==> config.mk <==
export PLATFORM = sky130hd
export DESIGN_NAME = imm_gen_pipe
export DESIGN_NICKNAME = d
export VERILOG_FILES = /design/src/rtl/imm_gen_pkg.sv /design/src/rtl/imm_extract.sv /design/src/rtl/imm_gen_pipe.sv
export SDC_FILE = /design/constraint.sdc
export NUM_CORES = 1
export LEC_CHECK = 0
export ABC_AREA = 1
export BUFFER_PORTS_ARGS = -buffer_cell sky130_fd_sc_hd__buf_4
export CORE_ASPECT_RATIO = 0.75
export CORE_MARGIN = 8
export CORE_UTILIZATION = 30
export DETAILED_ROUTE_END_ITERATION = 7
export PLACE_DENSITY = 0.62
export SETUP_SLACK_MARGIN = 0.05
export SYNTH_ARGS = -nofsm -noshare
export SYNTH_HDL_FRONTEND = slang
export SYNTH_HIERARCHICAL = 1
export SYNTH_SLANG_ARGS = --single-unit
==> constraint.sdc <==
create_clock -name clk -period 1.6 [get_ports clk]
set_input_delay 0 -clock clk [delete_from_list [all_inputs] [get_ports clk]]
set_output_delay 0 -clock clk [all_outputs]
set_load 0.02 [all_outputs]
==> src/rtl/imm_gen_pkg.sv <==
// Shared types and constants for the pipelined immediate generator.
package imm_gen_pkg;

  typedef enum logic [2:0] {
    IMM_I     = 3'b000,
    IMM_S     = 3'b001,
    IMM_B     = 3'b010,
    IMM_J     = 3'b011,
    IMM_U     = 3'b100,
    IMM_Z     = 3'b101,
    IMM_SHAMT = 3'b110,
    IMM_ILL   = 3'b111
  } imm_type_e;

  localparam int unsigned BUF_DEPTH = 2;

endpackage

==> src/rtl/imm_extract.sv <==
// Combinational immediate extraction from instruction bits [31:7].
// Every variant is first built as a 32-bit value and then widened by copying bit 31.
module imm_extract
  import imm_gen_pkg::*;
#(
  parameter int unsigned XLEN = 32
) (
  input  logic [31:7]     raw_src,
  input  imm_type_e       imm_type,
  output logic [XLEN-1:0] imm,
  output logic            err
);

  logic [31:0] v32;

  // Zero-extended variants keep bit 31 clear, so the final widening is a plain sign copy.
  always_comb begin
    v32 = '0;
    err = 1'b0;
    case (imm_type)
      IMM_I: v32 = {{20{raw_src[31]}}, raw_src[31:20]};
      IMM_S: v32 = {{20{raw_src[31]}}, raw_src[31:25], raw_src[11:7]};
      IMM_B: v32 = {{19{raw_src[31]}}, raw_src[31], raw_src[7], raw_src[30:25],
                    raw_src[11:8], 1'b0};
      IMM_J: v32 = {{11{raw_src[31]}}, raw_src[31], raw_src[19:12], raw_src[20],
                    raw_src[30:21], 1'b0};
      IMM_U: v32 = {raw_src[31:12], 12'b0};
      IMM_Z: v32 = {27'b0, raw_src[19:15]};
      IMM_SHAMT: begin
        if (XLEN == 64) begin
          v32 = {26'b0, raw_src[25:20]};
        end else begin
          v32 = {27'b0, raw_src[24:20]};
          err = raw_src[25];
        end
      end
      IMM_ILL: err = 1'b1;
      default: err = 1'b1;
    endcase
  end

  if (XLEN == 64) begin : g_rv64
    assign imm = {{32{v32[31]}}, v32};
  end else begin : g_rv32
    assign imm = v32;
  end

endmodule

==> src/rtl/imm_gen_pipe.sv <==
// Pipelined immediate generator with a 2-entry in-order output buffer.
// Define IMM_GEN_STATS_EN to build the accept and error-result counters.
module imm_gen_pipe
  import imm_gen_pkg::*;
#(
  parameter int unsigned XLEN  = 32,
  parameter int unsigned TAG_W = 4
) (
  input  logic             clk,
  input  logic             rst_n,
  input  logic             in_valid,
  output logic             in_ready,
  input  logic [31:7]      raw_src,
  input  logic [2:0]       imm_type,
  input  logic [TAG_W-1:0] in_tag,
  output logic             out_valid,
  input  logic             out_ready,
  output logic [XLEN-1:0]  imm_out,
  output logic [TAG_W-1:0] out_tag,
  output logic             out_err,
  output logic [31:0]      stat_cnt,
  output logic [15:0]      stat_err_cnt
);

  if (!(XLEN == 32 || XLEN == 64)) begin : g_bad_xlen
    $fatal(1, "imm_gen_pipe: XLEN must be 32 or 64");
  end

  localparam int unsigned CntW = $clog2(BUF_DEPTH + 1);
  localparam logic [CntW-1:0] Full = CntW'(BUF_DEPTH);

  typedef struct packed {
    logic [XLEN-1:0]  imm;
    logic [TAG_W-1:0] tag;
    logic             err;
  } entry_t;

  entry_t          mem_q [BUF_DEPTH];
  entry_t          mem_d [BUF_DEPTH];
  entry_t          head;
  logic            wr_ptr_q, wr_ptr_d;
  logic            rd_ptr_q, rd_ptr_d;
  logic [CntW-1:0] count_q, count_d;
  logic [XLEN-1:0] ext_imm;
  logic            ext_err;
  logic            push, pop;

  imm_extract #(
    .XLEN(XLEN)
  ) u_extract (
    .raw_src (raw_src),
    .imm_type(imm_type_e'(imm_type)),
    .imm     (ext_imm),
    .err     (ext_err)
  );

  assign in_ready  = count_q < Full;
  assign out_valid = count_q != '0;
  assign push      = in_valid && in_ready;
  assign pop       = out_valid && out_ready;

  always_comb begin
    mem_d    = mem_q;
    wr_ptr_d = wr_ptr_q;
    rd_ptr_d = rd_ptr_q;
    count_d  = count_q;
    if (push) begin
      mem_d[wr_ptr_q] = '{imm: ext_imm, tag: in_tag, err: ext_err};
      wr_ptr_d        = ~wr_ptr_q;
    end
    if (pop) begin
      rd_ptr_d = ~rd_ptr_q;
    end
    case ({push, pop})
      2'b10:   count_d = count_q + 1'b1;
      2'b01:   count_d = count_q - 1'b1;
      default: count_d = count_q;
    endcase
  end

  always_ff @(posedge clk or negedge rst_n) begin
    if (!rst_n) begin
      for (int i = 0; i < BUF_DEPTH; i++) begin
        mem_q[i] <= '0;
      end
      wr_ptr_q <= 1'b0;
      rd_ptr_q <= 1'b0;
      count_q  <= '0;
    end else begin
      mem_q    <= mem_d;
      wr_ptr_q <= wr_ptr_d;
      rd_ptr_q <= rd_ptr_d;
      count_q  <= count_d;
    end
  end

  assign head    = mem_q[rd_ptr_q];
  assign imm_out = head.imm;
  assign out_tag = head.tag;
  assign out_err = head.err;

`ifdef IMM_GEN_STATS_EN
  logic [31:0] stat_cnt_q, stat_cnt_d;
  logic [15:0] stat_err_cnt_q, stat_err_cnt_d;

  always_comb begin
    stat_cnt_d     = stat_cnt_q;
    stat_err_cnt_d = stat_err_cnt_q;
    if (push) begin
      stat_cnt_d = stat_cnt_q + 32'd1;
    end
    // Error counter saturates rather than wrapping.
    if (pop && head.err && (stat_err_cnt_q != 16'hFFFF)) begin
      stat_err_cnt_d = stat_err_cnt_q + 16'd1;
    end
  end

  always_ff @(posedge clk or negedge rst_n) begin
    if (!rst_n) begin
      stat_cnt_q     <= '0;
      stat_err_cnt_q <= '0;
    end else begin
      stat_cnt_q     <= stat_cnt_d;
      stat_err_cnt_q <= stat_err_cnt_d;
    end
  end

  assign stat_cnt     = stat_cnt_q;
  assign stat_err_cnt = stat_err_cnt_q;
`else
  assign stat_cnt     = '0;
  assign stat_err_cnt = '0;
`endif

endmodule

==> out/metrics.csv, run 1 <==
metric,value,unit
outcome,"complete, no violations",
ys_seq_elements,78,
synthDistinctLibCells,24,
fin_crit,1.413,ns
maxCapViolCount,0,
drc,0,
ys_warn_count,6,
track_usage,11.89,%
cts_inserted_buffers,9,
die_area,0.01905,mm²
p_per_area,1935,mW/mm²
final_util,37.39,%
synth.area.top_cells,"dfrtp_1, nand2_1, o21ai_2, buf_4, inv_1",
num_antenna_cells,0,
vias,3503,
pin_count,123,
synth_top_cell_by_area,dfrtp_1,
synth_common_cells,"nand2_1, dfrtp_1, inv_1",
critPathBufInv,3,
coreArea,0.01450,mm²
start_util,30.73,%
fin_crit_sh,88.34,%
finalWirelength,11.13,mm
path_cells,"inv_4, nand2_1, nand2_1, inv_1, ha_1, inv_1, nand3_1, nand2_1, nand2_1",
first_pass_iters,5,
htreeDepth,3,
die_y,121.6,µm
fmax,707.5,MHz
cp_common_cell,nand2_1,
multi_input_area,0.001904,mm²
syn_avg_cell_area,7.902,µm²
rsz0062_at_grt,false,
cts_tree,yes,
max_stage_delay,0.41,ns
drive_gt1_share,24.84,%
clk_latency,0.33,ns
fin_setup_tns,0,ns
async_flop_share,100.0,%
synthCells,564,
grt_pass1_vias,3443,
final_max_slew_viol_count,0,
place_hpwl,8.174,mm
ys_seq_area_share,43.80,%
grt_pass1_wl,17.92,mm
drt_iter0_markers,198,
cpMaxStageDelayCell,dfrtp_1,
grt_max_degree,75,
cts_setup_buffers,0,
synth_top_flop_cell,dfrtp_1,
ir_drop,0.6968,mV
root_buffer,clkbuf_16,
wl_per_cell,13.19,µm
clock_path_buffers,2,
finalWorstSetupSlack,0.1866,ns
fill_cells,1546,
die_x,156.7,µm
grt_antenna_before_repair,0,
area_delta_synth_final,21.67,%
fin_skew,0.006087,ns
overflow,0,
fp-row-count,38,
finalHoldViolations,0,
critical_path.max_fanout,6,
synth_most_common_cell,nand2_1,
cp-end-kind,flip-flop,
clkTransAtPathRegs,0.06,ns
clock_sinks,78,
leakage,0.002886,µW
worstSetupStartpointType,flip-flop,
fin_nets,676,
viasPerCell,4.150,
gp_congestion,0.8722,
synth_area,0.004457,mm²
regArea,0.001952,mm²
port-buffer-count,74,
synth_top_area_share,43.80,%
hold_path_class,primary input to flip-flop,
synth_edf_count,0,
cp.arrival,1.63,ns
setup_violations,0,
worstPathRequired,1.82,ns
ant_nets,0,
path_class,flip-flop to flip-flop,
place_ws,0.1574,ns
cp_top_family,flip-flops,
==> worst min-delay path: cells and delay by family <==
kind            cells  cell delay (ns)
simple gates        1             0.05
buf+inv             2             0.14
compound gates      2             0.17
==> report_power, final <==
part / internal (µW) / total (µW) / switching (µW)
combinational: 1900 / 4990 / 3090
sequential: 2860 / 3300 / 444
clock: 1400 / 2200 / 799
==> metal layers <==
metal	track usage (%)	part of all wire (%)
met5	0	0
met4	2.515	0.24
met3	3.751	7.0
met2	17.88	44
met1	16.46	49
==> sequential cells by signal (all words and copies together), names as in the netlist <==
signal    count
count_q       2
mem_q        74
rd_ptr_q      1
wr_ptr_q      1
==> worst paths after layout <==
kind / from / endpoint / slack (ns) / cells after the start
worst max register to register: count_q[1] / count_q[1] / 0.19 / 9
worst max-delay path: count_q[1] / count_q[1] / 0.19 / 9
worst min-delay path: raw_src[14] / mem_q[56] / 0.06 / 5
max in group asynchronous: rst_n / mem_q[27] / 0.93 / 3
worst min register to register: mem_q[70] / mem_q[70] / 0.48 / 2
min in group asynchronous: rst_n / count_q[0] / 0.10 / 2
==> repair_timing <==
action | in CTS | in global routing
hold buffers | 7 | 0
endpoints found under the setup margin | 0 | 1
hold endpoints to repair | 88 | 0
gates resized for setup | 0 | 1
==> cell families (layout without fill, tap and decap cells) <==
group | after synthesis | in the layout | synth area share, %
XOR/XNOR | 1 | 1 | 0.1966
AO/OA/AOI/OAI | 92 | 92 | 14.60
flip-flops | 78 | 78 | 43.80
adder cells (fa/ha/maj) | 1 | 1 | 0.2807
other | 1 | 48 | 0.08414
buffers and inverters | 130 | 163 | 17.60
AND/OR/NAND/NOR | 261 | 261 | 23.44
==> through the flow <==
step           hold slack (ns)  area, µm²  instances  total power, µW
2_1_floorplan          -0.2956       4633        611             6651
3_3_place_gp          -0.09633       5026        821             8345
3_5_place_dp          -0.09601       5026        821             8393
4_1_cts                0.05456       5420        844            10650
5_1_grt                0.08032       5423        844            11340
6_report               0.06021       5423        844            10490
==> cell type report <==
| type | count | area share [%] |
|---|---|---|
| clock inverter | 6 | 1.569 |
| sequential | 78 | 35.99 |
| multi-input combinational | 403 | 35.12 |
| clock buffer | 10 | 4.407 |
| tap | 200 | 4.615 |
| timing repair buffer | 92 | 14.44 |
| inverter | 55 | 3.853 |
==> cells in the final DEF (no fill, tap or decap), types with 7 or more instances in the layout <==
cell type,instances
inv_1,51
dfrtp_1,78
o21ai_0,32
dlygate4sd3_1,7
clkbuf_16,9
nor2_1,9
buf_4,79
o21ai_1,7
o21ai_2,50
nand2_1,226
conb_1,48
nand3_1,18
Power figures use the tool's default switching activity.
==> inputs of run 2 (changes only) <==
Settings changed: ABC_AREA 1 to not set.
==> run 2 against run 1 <==
  * Clock-buffer cell count up 4
  * Routed wire length decreased by 6.5%
  * Via count is 20% lower
  * Cell area down 0.51%
  * Synthesized cell count shrank 39%
  * Combinational power barely moved
  * Non-clock buffer count unchanged
  * Global-route usage fell by 0.46 points
  * Sequential cell count did not move
  * Hold slack lost 0.032 ns
  * Largest power group unchanged
  * Highest routed layer unchanged
==> out/metrics.csv, run 2 <==
metric,value,unit,change
outcome,"complete, no violations",,
port-buffer-count,74,,unchanged
post_dp_cell_area,0.004962,mm²,-1.3%
gp_congestion,0.7373,,-15%
fp-row-count,38,,unchanged
cts_tree,yes,,
fin_crit_sh,92.72,%,+4.4 points
synthMuxAreaShare,30.41,%,+30 points
ir_drop,0.7721,mV,+11%
track_usage,11.43,%,-0.46 points
grt_pass1_vias,3038,,-12%
yosys.area_share.adder,0.2860,%,+0.0053 points
cp_common_cell,buf_4,,
critical_path.max_fanout,13,,+7
htreeDepth,3,,unchanged
p_per_area,1970,mW/mm²,+1.8%
path_class,flip-flop to output port,,
area_delta_synth_final,23.34,%,
clk_latency,0.33,ns,about the same
overflow,0,,unchanged
max_stage_delay,0.38,ns,-0.03 ns
viasPerCell,4.415,,+6.4%
regMostFlops,mem_q,,
cpMaxStageDelayCell,dfrtp_2,,
synthDistinctLibCells,37,,+54%
synth-xor-area-share,1.630,%,+1.4 points
design_area,0.005395,mm²,-0.51%
largestRegisters,"mem_q x74, count_q x2",,
syn_avg_cell_area,12.64,µm²,+60%
ys_seq_elements,78,,unchanged
async_flop_share,100.0,%,unchanged
fin_crit,1.483,ns,+0.07004 ns
final_cell_mix,"mux2_2, buf_4, dfrtp_1",,
ys_warn_count,6,,unchanged
clkTransAtPathRegs,0.06,ns,about the same
die_x,155.4,µm,-0.84%
synth_common_cells,"mux2_2, dfrtp_1, buf_4",,
finalWirelength,10.41,mm,-6.5%
setup_violations,0,,unchanged
wl_per_cell,16.47,µm,+25%
place_hpwl,7.539,mm,-7.8%
place_ws,0.1124,ns,-0.04498 ns
synth.area.top_cells,"dfrtp_1, mux2_2, buf_4, mux2i_1, a21o_1",,
cp-end-kind,output port,,
vias,2790,,-20%
hold_path_class,primary input to flip-flop,,
grt_pass1_wl,16.66,mm,-7.0%
start_util,30.46,%,-0.27 points
drt_iter0_markers,114,,-42%
largest_reg_flops,74,,unchanged
die_area,0.01874,mm²,-1.6%
synth_top_flop_cell,dfrtp_1,,
worstPathRequired,1.60,ns,-0.22 ns
final_common_cell,mux2_2,,
grt_antenna_before_repair,0,,unchanged
drive_gt1_share,51.39,%,+27 points
fmax,674.1,MHz,-4.7%
fin_setup_tns,0,ns,unchanged
clock_sinks,78,,unchanged
pin_count,123,,unchanged
ant_nets,0,,unchanged
finalHoldViolations,0,,unchanged
leakage,0.002572,µW,-11%
drc,0,,unchanged
num_antenna_cells,0,,unchanged
fin_skew,0.002453,ns,-0.003634 ns
die_y,120.6,µm,-0.81%
root_buffer,clkbuf_16,,
synth_top_area_share,44.62,%,+0.83 points
synth_area,0.004374,mm²,-1.9%
path_cells,"buf_4, mux2_2, buf_4",,
fin_nets,464,,-31%
synth_top_cell_by_area,dfrtp_1,,
worstSetupStartpointType,flip-flop,,
first_pass_iters,6,,+1
grt_max_degree,39,,-48%
synth_compound_area_share,6.665,%,-7.9 points
cp.arrival,1.48,ns,-0.15 ns
synthSimpleGateAreaFrac,3.862,%,-20 points
power.total,10630,µW,+1.3%
maxCapViolCount,0,,unchanged
clock_path_buffers,2,,unchanged
synth_edf_count,0,,unchanged
finalWorstSetupSlack,0.1166,ns,-0.07004 ns
synth_top_family_by_area,multiplexers,,
synthCells,346,,-39%
cts_inserted_buffers,9,,unchanged
final_max_slew_viol_count,0,,unchanged
ys_seq_area_share,44.62,%,+0.83 points
coreArea,0.01436,mm²,-0.98%
synth_most_common_cell,mux2_2,,
fill_cells,1438,,-7.0%
rsz0062_at_grt,true,,
==> run 2: cell types whose count changed in the layout (fill, tap and decap cells not counted), sizes merged, moves of 7 or more <==
| cell | delta |
|---|---|
| a21o | +10 |
| a21oi | +8 |
| a31oi | +8 |
| inv | -52 |
| mux2 | +111 |
| mux2i | +8 |
| nand2 | -226 |
| nand3 | -18 |
| nor2 | -7 |
| nor2b | +11 |
| o21ai | -88 |
| o22ai | +9 |
==> run 2: where the power goes <==
group | leakage, µW | internal [µW] | switching, µW | total, µW
registers | 0.000976 | 2880 | 426 | 3310
logic | 0.00142 | 2600 | 2390 | 4990
clock network | 0.000175 | 1580 | 757 | 2340
==> run 2: final timing paths <==
path / startpoint / to / slack [ns] / cells after the start
min in group asynchronous: rst_n / mem_q[56] / 0.12 / 2
max in group asynchronous: rst_n / mem_q[66] / 0.90 / 3
max reg2reg: count_q[1] / mem_q[69] / 0.12 / 4
min: raw_src[30] / mem_q[35] / 0.03 / 3
max: rd_ptr_q / imm_out[6] / 0.12 / 3
min reg2reg: mem_q[54] / mem_q[54] / 0.48 / 1
==> run 2: cell families (layout without fill, tap and decap cells) <==
| group | count (synthesis) | in the layout |
|---|---|---|
| mux | 119 | 119 |
| other cells | 1 | 48 |
| simple gates | 24 | 24 |
| flops | 78 | 78 |
| xor+xnor | 6 | 6 |
| compound gates | 45 | 45 |
| fa+ha+maj | 1 | 1 |
| buf+inv | 72 | 111 |
==> run 2: routing by layer <==
metal	track usage (%)	wire length [µm]	part of all wire (%)	up-vias
met1	13.37	4392	42	1403
met4	3.265	97	0.93	0
met5	0	0	0	-
met3	3.993	687	6.6	7
met2	19.56	5229	50	89
li1	-	-	-	1291
==> run 2: through the flow <==
| step | hold slack, ns | cells | util (%) |
|---|---|---|---|
| after floorplan | -0.2956 | 393 | - |
| after global placement | -0.1032 | 609 | 34.56 |
| after detailed placement | -0.09577 | 609 | 34.56 |
| after CTS | 0.01408 | 631 | 37.44 |
| after global routing | 0.03816 | 632 | 37.57 |
| final | 0.02847 | 632 | 37.57 |
==> run 2: cell type report <==
class | count | area (µm²) | area share (%)
Multi-Input combinational cell | 243 | 2067 | 38.31
Sequential cell | 78 | 1954 | 36.22
Clock buffer | 14 | 294.0 | 5.450
Inverter | 3 | 13.76 | 0.2551
Timing Repair Buffer | 92 | 755.7 | 14.01
Clock inverter | 2 | 60.06 | 1.113
Tap cell | 200 | 250.2 | 4.638
==> run 2: worst max-delay path, delay by kind of cell, from the launching register on <==
kind,cells,cell delay [ns]
flops,1,0.38
mux,1,0.37
buf+inv,2,0.39
==> run 2: repair_timing <==
item / 4_1_cts / 5_1_grt
endpoints found under the hold margin: 87 / 0
hold buffers: 6 / 0
setup buffers: 0 / 1
resized for setup: 0 / 3
setup endpoints to repair: 0 / 6
==> inputs of run 3 (changes only) <==
Settings changed: CORE_MARGIN 8 to not set, CORE_UTILIZATION 30 to 53, PLACE_DENSITY 0.62 to 0.92.
==> run 3 against run 2 <==
  * Worst setup slack worse by 0.11 ns
  * Maximum frequency is 6.9% lower
  * Clock skew rose by 0.0017 ns
  * Final cell count shrank 15%
  * Hold slack got worse by 0.0040 ns
  * Combinational power increased by 21%
  * Critical path type unchanged
==> out/metrics.csv, run 3 (synthesized netlist as in run 2, its figures left out) <==
metric,value,unit,change
final_max_slew_viol_count,0,,unchanged
finalWorstSetupSlack,0.007363,ns,-0.1092 ns
worst_slew_pin_slew,0.7142,ns,
first_pass_iters,5,,-1
drive_gt1_share,50.57,%,-0.81 points
pin_count,123,,unchanged
regMostFlops,mem_q,,
grt_max_degree,41,,+5.1%
gp_congestion,0.8076,,+9.5%
setup_violations,0,,unchanged
drc,0,,unchanged
port-buffer-count,74,,unchanged
htreeDepth,3,,unchanged
outcome,"complete, no violations",,
fin_setup_tns,0,ns,unchanged
critical_path.max_fanout,4,,-9
num_antenna_cells,0,,unchanged
cts_inserted_buffers,9,,unchanged
largestRegisters,"mem_q x74, count_q x2",,
maxSlewHeadroom,52.29,%,
die_x,106.9,µm,-31%
ant_nets,0,,unchanged
fp-row-count,28,,-26%
die_y,80.68,µm,-33%
instances_no_fill,540,,-15%
viasPerCell,5.402,,+22%
cp-end-kind,output port,,
r2r-end,count_q[1],,
clock_path_buffers,2,,unchanged
overflow,0,,unchanged
clk_latency,0.35,ns,+0.02 ns
clkTransAtPathRegs,0.07,ns,about the same
fin_skew,0.004167,ns,+0.001714 ns
place_hpwl,6.481,mm,-14%
fin_crit,1.593,ns,+0.1092 ns
coreArea,0.007953,mm²,-45%
largest_reg_flops,74,,unchanged
post_dp_cell_area,0.004832,mm²,-2.6%
final_cell_mix,"mux2_2, dfrtp_1, buf_4",,
worstSetupStartpointType,flip-flop,,
fill_cells,573,,-60%
fin_crit_sh,99.54,%,+6.8 points
drt_iter0_markers,187,,+64%
fin_nets,470,,+1.3%
finalWirelength,10.13,mm,-2.6%
reg2reg_from,count_q[1],,
start_util,55.00,%,+25 points
track_usage,24.21,%,+13 points
path_class,flip-flop to output port,,
cp.arrival,1.59,ns,+0.11 ns
final_common_cell,mux2_2,,
clock_sinks,78,,unchanged
place_ws,0.1095,ns,-0.002856 ns
cts_tree,yes,,
leakage,0.002629,µW,+2.2%
reg2reg_depth,5,,+1
grt_pass1_wl,15.42,mm,-7.5%
design_area,0.005361,mm²,-0.63%
reg2reg_slack,0.10,ns,-0.02 ns
root_buffer,clkbuf_8,,
maxCapViolCount,0,,unchanged
crit_path_end,imm_out[29],,
fmax,627.9,MHz,-6.9%
post-place-cells,511,,-16%
hold_path_class,primary input to flip-flop,,
grt_antenna_before_repair,0,,unchanged
area_delta_synth_final,22.57,%,
finalHoldViolations,0,,unchanged
ir_drop,1.306,mV,+69%
grt_pass1_vias,3020,,-0.59%
p_per_area,1981,mW/mm²,+0.53%
die_area,0.008624,mm²,-54%
rsz0062_at_grt,true,,
worstPathRequired,1.60,ns,about the same
wl_per_cell,18.77,µm,+14%
critPathLaunch,rd_ptr_q,,
vias,2917,,+4.6%
-- run 3: changes by cell type in the layout (fill, tap and decap cells not counted), moves of 2 or more --
cell and delta:
buf_16 +2, bufinv_16 -2, clkinv_2 +3, clkbuf_16 -7, mux2_4 +19, buf_4 -27, mux2_2 -19, clkbuf_8 +4
buf_6 +27
-- run 3: where the power goes --
part | total [µW] | internal [µW] | switching [µW] | leakage [µW]
clock network | 1190 | 529 | 659 | 0.0000776
logic | 6040 | 3380 | 2670 | 0.00157
registers | 3390 | 2880 | 513 | 0.000977
-- run 3: worst min-delay path by stage --
stage / endpoint / slack, ns / start / cells past startpoint
final: mem_q[32] / 0.02 / raw_src[27] / 3
after global routing: mem_q[35] / 0.01 / raw_src[30] / 3
after CTS: mem_q[35] / 0.006 / raw_src[30] / 3
after detailed placement: mem_q[39] / 0.003 / rst_n / 1
after global placement: mem_q[39] / -0.006 / rst_n / 1
after floorplan: count_q[0] / -0.30 / rst_n / 0
-- run 3: critical path, stage by stage, from the launching register on --
cell       delay [ns]
dfrtp_2          0.46
buf_6            0.16
clkbuf_16        0.15
mux2_4           0.32
buf_6            0.14
-- run 3: cell type report --
| class | count | area, µm² | area share, % |
|---|---|---|---|
| clock buffers | 10 | 127.6 | 2.380 |
| clock inverters | 3 | 15.01 | 0.2800 |
| inverters | 3 | 13.76 | 0.2567 |
| multi-input cells | 243 | 2128 | 39.70 |
| flip-flops and latches | 78 | 1953 | 36.43 |
| well taps | 105 | 131.4 | 2.450 |
| repair buffers | 98 | 992.2 | 18.51 |
-- run 3: through the flow --
stage	hold WS (ns)	total power, µW	utilization (%)
2_1_floorplan	-0.2956	6714	-
3_3_place_gp	-0.005716	8104	60.76
3_5_place_dp	0.002953	8323	60.76
4_1_cts	0.005520	9967	65.01
5_1_grt	0.009565	11190	67.42
6_report	0.02450	10620	67.42
-- run 3: layer usage --
layer,up-vias,track usage (%),wire [µm]
li1,1304,-,-
met1,1455,29.47,4104
met2,135,39.16,5008
met3,23,9.578,828
met4,0,8.493,193
met5,-,0,0
-- run 3: timing repair --
| action | 4_1_cts | 5_1_grt |
|---|---|---|
| resized for setup | 11 | 38 |
| endpoints found under the hold margin | 48 | 0 |
| hold buffers | 7 | 0 |
| setup endpoints to repair | 34 | 36 |
| gates cloned | 2 | 2 |
| setup buffers | 4 | 1 |
